File: config.mk
export PLATFORM = sky130hd
export DESIGN_NAME = uart_tx_fifo
export DESIGN_NICKNAME = d
export VERILOG_FILES = /design/src/rtl/uart_pkg.sv /design/src/rtl/uart_byte_fifo.sv /design/src/rtl/uart_tx_fifo.sv
export SDC_FILE = /design/constraint.sdc
export NUM_CORES = 1
export LEC_CHECK = 0
export ABC_AREA = 1
export CAP_MARGIN = 10
export CORE_ASPECT_RATIO = 0.8
export CORE_MARGIN = 4
export CORE_UTILIZATION = 55
export DETAILED_ROUTE_END_ITERATION = 6
export GPL_TIMING_DRIVEN = 0
export PLACE_DENSITY = 0.72
export SLEW_MARGIN = 20
export SYNTH_ARGS = -nofsm -noshare
export SYNTH_HDL_FRONTEND = slang
export SYNTH_SLANG_ARGS = --single-unit
File: constraint.sdc
create_clock -name clk -period 6.79 [get_ports clk]
set_clock_uncertainty 0.1 [all_clocks]
set_input_delay 1.358 -clock clk [delete_from_list [all_inputs] [get_ports clk]]
set_output_delay 1.358 -clock clk [all_outputs]
set_load 0.005 [all_outputs]
File: src/rtl/uart_pkg.sv
// rtl/uart_pkg.sv - shared UART definitions: FSM encoding, default sizing, data-register address
package uart_pkg;

  typedef enum logic [1:0] {
    ST_IDLE  = 2'd0,
    ST_START = 2'd1,
    ST_DATA  = 2'd2,
    ST_STOP  = 2'd3
  } uart_state_t;

  localparam int UART_CLKS_PER_BIT = 104;   // 12 MHz / 115200
  localparam int UART_FIFO_DEPTH   = 16;

  // Store target decoded by the data-side write path into byte pushes.
  localparam logic [31:0] UART_DATA_ADDR = 32'h0000_0100;

endpackage

File: src/rtl/uart_byte_fifo.sv
// rtl/uart_byte_fifo.sv - synchronous 8-bit FIFO with occupancy count
// Ports:
//   clk, rst       rising-edge clock, synchronous active-high reset
//   push, wdata    write wdata at the tail (ignored when full)
//   pop            drop the head entry (ignored when empty)
//   rdata          head entry, combinational read
//   level          occupancy 0..DEPTH
//   full, empty    decoded from level
module uart_byte_fifo #(
  parameter int DEPTH = 16
) (
  input  logic                   clk,
  input  logic                   rst,
  input  logic                   push,
  input  logic                   pop,
  input  logic [7:0]             wdata,
  output logic [7:0]             rdata,
  output logic [$clog2(DEPTH):0] level,
  output logic                   full,
  output logic                   empty
);

  localparam int AW = $clog2(DEPTH);
  localparam int LW = AW + 1;

  logic [7:0]    mem [DEPTH];
  logic [AW-1:0] wptr;
  logic [AW-1:0] rptr;
  logic          do_push;
  logic          do_pop;

  assign full    = (level == LW'(DEPTH));
  assign empty   = (level == '0);
  assign do_push = push && !full;
  assign do_pop  = pop && !empty;
  assign rdata   = mem[rptr];

  // Pointers are exactly AW bits wide, so they wrap naturally at DEPTH.
  always_ff @(posedge clk) begin
    if (rst) begin
      wptr  <= '0;
      rptr  <= '0;
      level <= '0;
    end else begin
      if (do_push) wptr <= wptr + 1'b1;
      if (do_pop)  rptr <= rptr + 1'b1;
      case ({do_push, do_pop})
        2'b10:   level <= level + 1'b1;
        2'b01:   level <= level - 1'b1;
        default: level <= level;
      endcase
    end
  end

  // Storage needs no reset: entries are only read once written.
  always_ff @(posedge clk) begin
    if (do_push) mem[wptr] <= wdata;
  end

endmodule

File: src/rtl/uart_tx_fifo.sv
// rtl/uart_tx_fifo.sv - buffered 8N1 UART transmitter
// Ports:
//   clk, rst              rising-edge clock, synchronous active-high reset
//   in_valid, in_data     byte push; accepted when in_ready
//   in_ready              FIFO not full (registered state only)
//   ovf_clear             clears the sticky overflow flag (a same-cycle set wins)
//   uart_tx               registered serial line, idle high
//   busy                  frame in flight or bytes queued
//   fifo_level            FIFO occupancy 0..DEPTH
//   overflow              sticky: push attempted while full
import uart_pkg::*;

module uart_tx_fifo #(
  parameter int CLKS_PER_BIT = UART_CLKS_PER_BIT,
  parameter int DEPTH        = UART_FIFO_DEPTH
) (
  input  logic                   clk,
  input  logic                   rst,
  input  logic                   in_valid,
  input  logic [7:0]             in_data,
  output logic                   in_ready,
  input  logic                   ovf_clear,
  output logic                   uart_tx,
  output logic                   busy,
  output logic [$clog2(DEPTH):0] fifo_level,
  output logic                   overflow
);

  localparam int BW = (CLKS_PER_BIT > 1) ? $clog2(CLKS_PER_BIT) : 1;
  localparam logic [BW-1:0] BAUD_LAST = BW'(CLKS_PER_BIT - 1);

  uart_state_t   state, state_n;
  logic [BW-1:0] baud, baud_n;
  logic [2:0]    bit_cnt, bit_n;
  logic [7:0]    shift, shift_n;
  logic          tx_n;
  logic          pop;
  logic          push;
  logic          full;
  logic          empty;
  logic [7:0]    head;
  logic          last_baud;

  assign in_ready  = !full;
  assign push      = in_valid && in_ready;
  assign busy      = (state != ST_IDLE) || !empty;
  assign last_baud = (baud == BAUD_LAST);

  uart_byte_fifo #(.DEPTH(DEPTH)) u_fifo (
    .clk   (clk),
    .rst   (rst),
    .push  (push),
    .pop   (pop),
    .wdata (in_data),
    .rdata (head),
    .level (fifo_level),
    .full  (full),
    .empty (empty)
  );

  always_ff @(posedge clk) begin
    if (rst) begin
      state    <= ST_IDLE;
      baud     <= '0;
      bit_cnt  <= '0;
      shift    <= '0;
      uart_tx  <= 1'b1;
      overflow <= 1'b0;
    end else begin
      state   <= state_n;
      baud    <= baud_n;
      bit_cnt <= bit_n;
      shift   <= shift_n;
      uart_tx <= tx_n;
      if (in_valid && !in_ready) overflow <= 1'b1;
      else if (ovf_clear)        overflow <= 1'b0;
    end
  end

  always_comb begin
    state_n = state;
    baud_n  = baud;
    bit_n   = bit_cnt;
    shift_n = shift;
    pop     = 1'b0;
    case (state)
      ST_IDLE: begin
        baud_n = '0;
        bit_n  = '0;
        if (!empty) begin
          pop     = 1'b1;
          shift_n = head;
          state_n = ST_START;
        end
      end
      ST_START: begin
        if (last_baud) begin
          baud_n  = '0;
          state_n = ST_DATA;
        end else begin
          baud_n = baud + 1'b1;
        end
      end
      ST_DATA: begin
        if (last_baud) begin
          baud_n  = '0;
          shift_n = shift >> 1;
          bit_n   = bit_cnt + 1'b1;
          if (bit_cnt == 3'd7) state_n = ST_STOP;
        end else begin
          baud_n = baud + 1'b1;
        end
      end
      ST_STOP: begin
        if (last_baud) begin
          baud_n = '0;
          // Chain straight into the next start bit when more bytes wait.
          if (!empty) begin
            pop     = 1'b1;
            shift_n = head;
            state_n = ST_START;
          end else begin
            state_n = ST_IDLE;
          end
        end else begin
          baud_n = baud + 1'b1;
        end
      end
      default: state_n = ST_IDLE;
    endcase
  end

  // The line level is registered from the next state so it changes on the
  // same edge as the state it belongs to.
  always_comb begin
    tx_n = 1'b1;
    case (state_n)
      ST_START: tx_n = 1'b0;
      ST_DATA:  tx_n = shift_n[0];
      default:  tx_n = 1'b1;
    endcase
  end

endmodule

==> metrics <==
status=finished, final reports clean; Stages on worst setup path=5; post-synth cell types=37; Post-DRT Antenna Nets=0; Synth Area in Simple Gates=13.26%; synthesis warning total=0; CTS tree=built; count leader, synth=edfxtp_1; CTS Buffer Depth=2; routed vias=5196; Die Wd=135.1 um; Worst Path Required=5.33 ns; Remaining Overflow, GRT=0; crit-path max FO=9; clk sink count=167; highest clock rate=293.8 MHz; Setup crit end kind=output pin; worst slew pin tran=1.059 ns; synthesized flop and latch total=167; pre-CTS WS=3.200 ns; syn nets=670; Initial DRC Count=706; synthesized area=7107 sq um; full die area=14820 sq um; total power after layout=3.154 mW; placed insts=832; RSZ-0062 raised after global routing=no; WHS Endpoint=baud[0]; top-level I/O count=21; initial antenna violation count=0; Buffers on Ports=19; global-route usage over all layers=24.00%; Mapped Avg Cell Area=11.07 sq um; Vias/cell=6.014; Startpoint Class=register; FF-to-FF Start=u_fifo.level[3]; MaxCap Viol Count=0; CORE AREA=12390 sq um; number of flops mapped to enable cells by yosys=128; CP Cell Sequence=nor2_1, nand3_2, inv_2, nand2_1, clkdlybuf4s50_1; routed length per instance=19.70 um; top post-synthesis cells by count=edfxtp_1, nor2_1, o21ai_0; setup_tns=0 ns; Worst VDD drop=0.2501 mV; drt pass-1 iters=5; CP max-delay cell=clkdlybuf4s50_1; Adder-Cell Fraction of Synth Area=2.817%; synth-to-layout area growth=14.61%; Synth Area in Compound Gates=13.59%; first-pass GRT wire length=26340 um; Final Max Tran Viols=0; DP Wirelength=11140 um; R2R depth=18; hold_sp=baud[0]; largest family of logic cells by synthesized area=compound AO/OA/AOI/OAI gates; Synth area leader=edfxtp_1; Worst-path clk slew=0.06 ns; Buf+Inv Stages, Crit Path=2; GP Congestion=0.8543; Gate Count Post-Synth=642; total CTS buffers=17; critical path arrival=1.95 ns; fill cell count=916; crit share post-route=50.13%; R2R Path End=u_fifo.level[4]; ant diodes=0; Worst path max stage delay=0.45 ns; share of post-route cells with drive strength above 1=8.947%; Post-CTS Hold Buffers=0; Starting Density=57.37%; final core occ=65.76%; largest net degree at the start of global routing=17; number of global-route vias before repair=4922; leak pwr=2.859 nW; R2R Setup Slk=4.08 ns; Final Hold Fails=0; Setup WS post-layout=3.386 ns; Main synth FF type=edfxtp_1; fin cells=864; Slew headroom=29.14%; clk root buf=clkbuf_16; drt drc=0; power per cell area=387.2 nW/um^2; Post-CTS Repair Setup Buffers=0; Min Clock Period, post-route=3.404 ns; nets@finish=708; Die Span Y=109.7 um; cell family with most CP delay=buffers and inverters; Hold Crit Depth=1; mux share of post-synthesis cell area=0%; FFs w/ async S/R, synth=0%; Worst-Skew Late Latency=0.42 ns; final setup fails=0; row count=36; Synth area leaders=edfxtp_1, dfxtp_1, nor2_1; Hold Path Class=reg2reg; share of the synthesized area in the top cell type=54.08%; post_cts resized=0; Setup CP Type=reg2out; Total Wirelength=17020 um; Seq/Total Area, Yosys=65.07%; H-tree depth=4; Post-Synth XOR/XNOR Area=0.6162%
## placed cells by master, fill, tap and decap left out, types with 9 or more instances in the layout
master           count
a21oi_1             26
nand3_1             28
o221ai_1            19
clkbuf_1            14
nand2_1             55
o21ai_1             12
dfxtp_1             39
buf_2                9
inv_1               41
edfxtp_1           128
clkbuf_16           17
clkdlybuf4s50_1     19
nor2_1             113
o21ai_0             72
o211ai_1            16
ha_1                16
## logic make-up (layout without fill, tap and decap cells)
kind of cell | after synthesis | after routing
fa+ha+maj | 16 | 16
xor+xnor | 5 | 5
flops | 167 | 167
buf+inv | 76 | 127
compound gates | 160 | 160
simple gates | 218 | 218
## layer usage
layer / part of all wire [%] / global-route usage [%]
met1: 42 / 32.62
met4: 1.6 / 8.273
met2: 46 / 37.57
met5: 0 / 0
met3: 10 / 6.816
## layout make-up
type | count | area, sq um | share of cell area, %
Buffer | 27 | 142.6 | 1.751
Clock buffer | 19 | 432.9 | 5.315
Sequential cell | 167 | 4624 | 56.77
Clock inverter | 13 | 201.4 | 2.473
Multi-Input combinational cell | 399 | 2152 | 26.42
Inverter | 49 | 187.7 | 2.304
Tap cell | 171 | 214.0 | 2.627
Timing Repair Buffer | 19 | 190.2 | 2.335
## per-stage QoR
stage,area (sq um),hold slack (ns)
global placement,7511,0.3313
global route,8145,0.3707
finish,8145,0.3445
detailed placement,7511,0.3378
floorplan,7107,0.3175
CTS,8145,0.3502
## state kept, by name, indices dropped and copies added, names as in the netlist, named ones only
register and flops:
uart_tx 1, overflow 1, shift 8, state 2
u_fifo.rptr 4, u_fifo.level 5, baud 7, u_fifo.mem 128
bit_cnt 3, u_fifo.wptr 4
## worst max path at each step
| stage | from | to | slack (ns) |
|---|---|---|---|
| after floorplan | in_valid | u_fifo.level[4] | 4.06 |
| after global placement | in_valid | u_fifo.mem[3][3] | 3.32 |
| after detailed placement | in_valid | u_fifo.mem[3][4] | 3.20 |
| after CTS | u_fifo.level[3] | busy | 3.37 |
| after global routing | u_fifo.level[3] | busy | 3.20 |
| final | u_fifo.level[3] | busy | 3.39 |
## worst reg2reg max path: cells and delay by family (launching register included)
kind	cells	cell delay [ns]
adders and majority gates	2	0.48
xor gates and xnor gates	1	0.23
and+or+nand+nor	10	1.10
buffers and inverters	4	0.27
DFF	1	0.35
AOI/OAI and AO/OA	1	0.05
## power by group
part / internal [mW] / switching, mW / total [mW]
combinational: 0.298 / 0.587 / 0.885
sequential: 1.17 / 0.0542 / 1.23
clock: 0.652 / 0.391 / 1.04
total: 2.12 / 1.03 / 3.15
Note: power is estimated with default switching activity, not from simulation.
==> variant 1, RTL diff (same settings) <==
Reset style: asynchronous (`rst`), changed in 2 clocked blocks. Comments in the files are not updated.
--- a/src/rtl/uart_byte_fifo.sv
+++ b/src/rtl/uart_byte_fifo.sv
@@ -36,7 +36,7 @@
   assign rdata   = mem[rptr];
 
   // Pointers are exactly AW bits wide, so they wrap naturally at DEPTH.
-  always_ff @(posedge clk) begin
+  always_ff @(posedge clk or posedge rst) begin
     if (rst) begin
       wptr  <= '0;
       rptr  <= '0;
--- a/src/rtl/uart_tx_fifo.sv
+++ b/src/rtl/uart_tx_fifo.sv
@@ -58,7 +58,7 @@
     .empty (empty)
   );
 
-  always_ff @(posedge clk) begin
+  always_ff @(posedge clk or posedge rst) begin
     if (rst) begin
       state    <= ST_IDLE;
       baud     <= '0;
Formal check against the unedited RTL: differs if rst is asserted again (counterexample within 4 cycles, from zero or initial values and one cycle with rst high); with rst held inactive, the same outputs for 10 cycles.
==> variant 1 against the unedited design <==
- final cell count is 5.0% higher
- worst setup slack got worse by 13 ps
- final area is 1.7% higher
- area after synthesis grew 2.2%
- sequential share of layout area increased by 0.20 points
- synthesized cell count up 5.9%
- routed wire length decreased by 2.7%
- via count fell by 3.5%
- sequential cell count down 4
Power is not compared: it rests on default switching activity, and its combinational part moved more than twofold at a synthesized area within 25%.
==> variant 1: results <==
metrics = {
    "placed_design": {
        "place_hpwl_mm": 11.3,
        "placement.cell_area_mm2": 0.00769,
        "io_buffers": 20,
    },
    "die": {
        "width_of_the_chip_um": 136,
    },
    "timing": {
        "final.hold.worst_slack_ps": 363,
    },
    "synthesis": {
        "synth_top_cells_by_count": "128 x edfxtp_1, 124 x nor2_1, 108 x nand2_1",
        "synth_compound_gate_area_share_pct": 7.72,
        "number_of_cells_produced_by_synthesis": 680,
        "seq_area_frac_synth_pct": 65.0,
        "synthArstFlopShare_pct": 21.5,
        "share_of_synthesized_cell_area_in_full_adder_half_adder_and_majority_cells_pct": 2.93,
        "synth.ff_latch_count": 163,
    },
    "layout": {
        "portion_of_the_layout_cell_area_used_by_non_clock_buffers_pct": 4.27,
        "fillerInstances": 969,
        "multi_input_comb_cells": 434,
        "finish.net_count": 748,
        "seq_share_pct": 57.0,
        "final.signal_inverter_count": 57,
        "combined_area_of_the_multi_input_logic_cells_mm2": 0.00218,
        "final_layout_size_suffix_gt1_share_pct": 10.8,
    },
    "setup_path": {
        "worst-path-max-fanout": 5,
        "reg2reg_to": "u_fifo.level[4]",
        "rr_startpoint": "state[1]",
    },
    "global_routing": {
        "globalRouteMet1Util_pct": 34.1,
        "first_global_vias": 4738,
        "grt_start_max_net_pins": 36,
    },
    "drt": {
        "routed_wire_length_per_instance_um": 18.3,
        "dr.first_iter.drc_count": 710,
    },
    "worst_hold_path": {
        "worstHoldStart": "baud[0]",
    },
    "run_status": {
        "run_status": "finished clean",
    },
}
variant 1: worst max-delay path: cells and delay by family (launching register included):
family	cells	cell delay, ps
simple gates	4	620
buf+inv	1	460
flops	1	440
variant 1: worst max-delay path by stage:
stage	slack, ps	cells past startpoint	from	to
floorplan	3850	11	in_valid	u_fifo.level[4]
global placement	3160	3	in_valid	u_fifo.mem[11][6]
detailed placement	3150	12	in_valid	u_fifo.level[4]
CTS	3370	5	u_fifo.level[2]	busy
global route	3260	5	u_fifo.level[2]	busy
finish	3370	5	u_fifo.level[2]	busy
variant 1: routing by layer:
layer | wire (um) | vias up
li1 | - | 2394
met1 | 7330 | 2387
met2 | 7620 | 205
met3 | 1360 | 28
met4 | 252 | 0
met5 | 0 | -
variant 1: where the power goes:
| group | leakage, nW | internal, mW | switching [mW] |
|---|---|---|---|
| registers | 1.59 | 1.19 | 0.0485 |
| clock network | 0.281 | 0.577 | 0.385 |
| logic | 1.38 | 0.0933 | 0.196 |
==> variant 2, RTL diff (same flow settings) <==
Without the edit above. `UART_FIFO_DEPTH`: 16 -> 8.
--- a/src/rtl/uart_pkg.sv
+++ b/src/rtl/uart_pkg.sv
@@ -9,7 +9,7 @@
   } uart_state_t;
 
   localparam int UART_CLKS_PER_BIT = 104;   // 12 MHz / 115200
-  localparam int UART_FIFO_DEPTH   = 16;
+  localparam int UART_FIFO_DEPTH   = 8;
 
   // Store target decoded by the data-side write path into byte pushes.
   localparam logic [31:0] UART_DATA_ADDR = 32'h0000_0100;
Interface: changed (resized fifo_level); port bits go from 21 to 20. The function was not compared with the original's and may differ.
==> variant 2 against the unedited design <==
- sequential cell count fell by 68
- final area fell by 38%
- routed wire length fell by 44%
- area after synthesis fell by 37%
- final cell count fell by 28%
- highest routed layer unchanged
- register-to-register slack improved by 180 ps
- count of clock-buffer cells in the layout fell by 10
- worst setup slack improved by 57 ps
- total power fell by 42%
==> variant 2: results <==
metrics = {
    "synthesis": {
        "synth.net_count": 502,
        "post_synth.cell_area_avg_um2": 9.40,
        "synthTopCellsByArea": "edfxtp_1 43%, dfxtp_1 16%, nand2_1 12%",
        "synth_compound_gate_area_share_pct": 4.91,
        "seq_area_frac_synth_pct": 58.5,
        "synth.distinct_cells": 31,
        "synth_top_cells_by_count": "144 x nand2_1, 73 x nand3_1, 64 x edfxtp_1",
        "synth_xor_area_share_pct": 0.782,
        "share_of_synthesized_cell_area_in_full_adder_half_adder_and_majority_cells_pct": 3.63,
    },
    "setup_path": {
        "worst-r2r-cell-count": 14,
        "worst_setup_path_startpoint": "u_fifo.level[0]",
        "reg2reg_to": "u_fifo.level[2]",
        "r2r_slack_ps": 4260,
        "rr_startpoint": "baud[0]",
    },
    "layout": {
        "layout_top_registers": "u_fifo.mem: 64 flops, shift: 8 flops, baud: 7 flops",
        "finish.cell_count_without_fillers": 619,
        "final_layout_size_suffix_gt1_share_pct": 10.4,
        "fillerInstances": 644,
    },
    "global_routing": {
        "grt_start_max_net_pins": 20,
        "global_route.usage.total_pct": 21.3,
        "grt_pass1_wl_mm": 15.4,
        "first_global_vias": 3144,
    },
    "clock_tree": {
        "clock_slew_at_reported_path_ffs_ps": 100,
        "clock_insertion_delay_worst_skew_ps": 370,
        "clock_buffer_count_from_cts": 9,
    },
    "placed_design": {
        "finalWeightedCongestion": 0.882,
        "place_hpwl_mm": 6.43,
    },
    "drt": {
        "dr.first_iter.drc_count": 299,
        "routed_wire_length_per_instance_um": 15.5,
        "detailedRoute.firstPassIterationCount": 5,
        "vias": 3341,
    },
    "run_status": {
        "run_status": "finished clean",
    },
    "timing": {
        "worst_slew_pin_slew_ps": 929,
    },
    "worst_hold_path": {
        "min_path_type": "flip-flop to flip-flop",
    },
    "power_and_ir_drop": {
        "vdd_drop_max_uv": 242,
        "cellLeakagePower_nw": 1.97,
    },
}
variant 2: cell types whose count changed in the layout (fill, tap and decap cells not counted), sizes merged, moves of 19 or more:
cell and delta:
nand3 +47, o221ai -19, o21ai -71, nand2 +87, edfxtp -64, nor2 -86
variant 2: critical path: cells and delay by family, from the launching register on:
family	cells	cell delay [ps]
buf+inv	2	650
flops	1	390
simple gates	3	480
variant 2: layer usage:
layer	part of all wire, %	vias up	global-route usage, %
li1	-	1654	-
met1	45	1565	28.2
met5	0	-	0
met2	48	115	35.1
met3	6.7	7	5.40
met4	0.77	0	5.85
variant 2: cell type report:
cell class | count | share of cell area, %
repair buffers | 18 | 3.59
plain buffers | 15 | 1.77
well taps | 108 | 2.70
flip-flops and latches | 99 | 52.3
inverters | 44 | 3.29
clock inverters | 7 | 1.85
multi-input cells | 319 | 32.0
clock buffers | 9 | 2.47
variant 2: worst min path at each step:
stage | startpoint | end | slack, ps | depth (start not counted)
6_report | baud[0] | baud[0] | 360 | 1
2_1_floorplan | baud[0] | baud[0] | 320 | 1
4_1_cts | baud[0] | baud[0] | 360 | 1
3_5_place_dp | baud[0] | baud[0] | 340 | 1
5_1_grt | baud[0] | baud[0] | 380 | 1
3_3_place_gp | baud[0] | baud[0] | 330 | 1
variant 2: power breakdown:
part | leakage, nW | switching (mW) | internal, mW
clock network | 0.109 | 0.222 | 0.181
registers | 0.867 | 0.0431 | 0.706
logic | 0.998 | 0.445 | 0.234
total | 1.97 | 0.711 | 1.12
variant 2: cell families after synthesis:
kind of cell | after synthesis
XOR/XNOR | 4
adder cells (fa/ha/maj) | 13
AO/OA/AOI/OAI | 40
buffers and inverters | 59
AND/OR/NAND/NOR | 262
flip-flops | 99
variant 2: stage by stage:
step	setup WS, ps	hold slack, ps	utilization, %
after global routing	3340	384	63.1
after global placement	3330	325	60.4
after floorplan	4110	318	-
after detailed placement	3300	341	60.4
after CTS	3450	362	63.1
final	3440	359	63.1
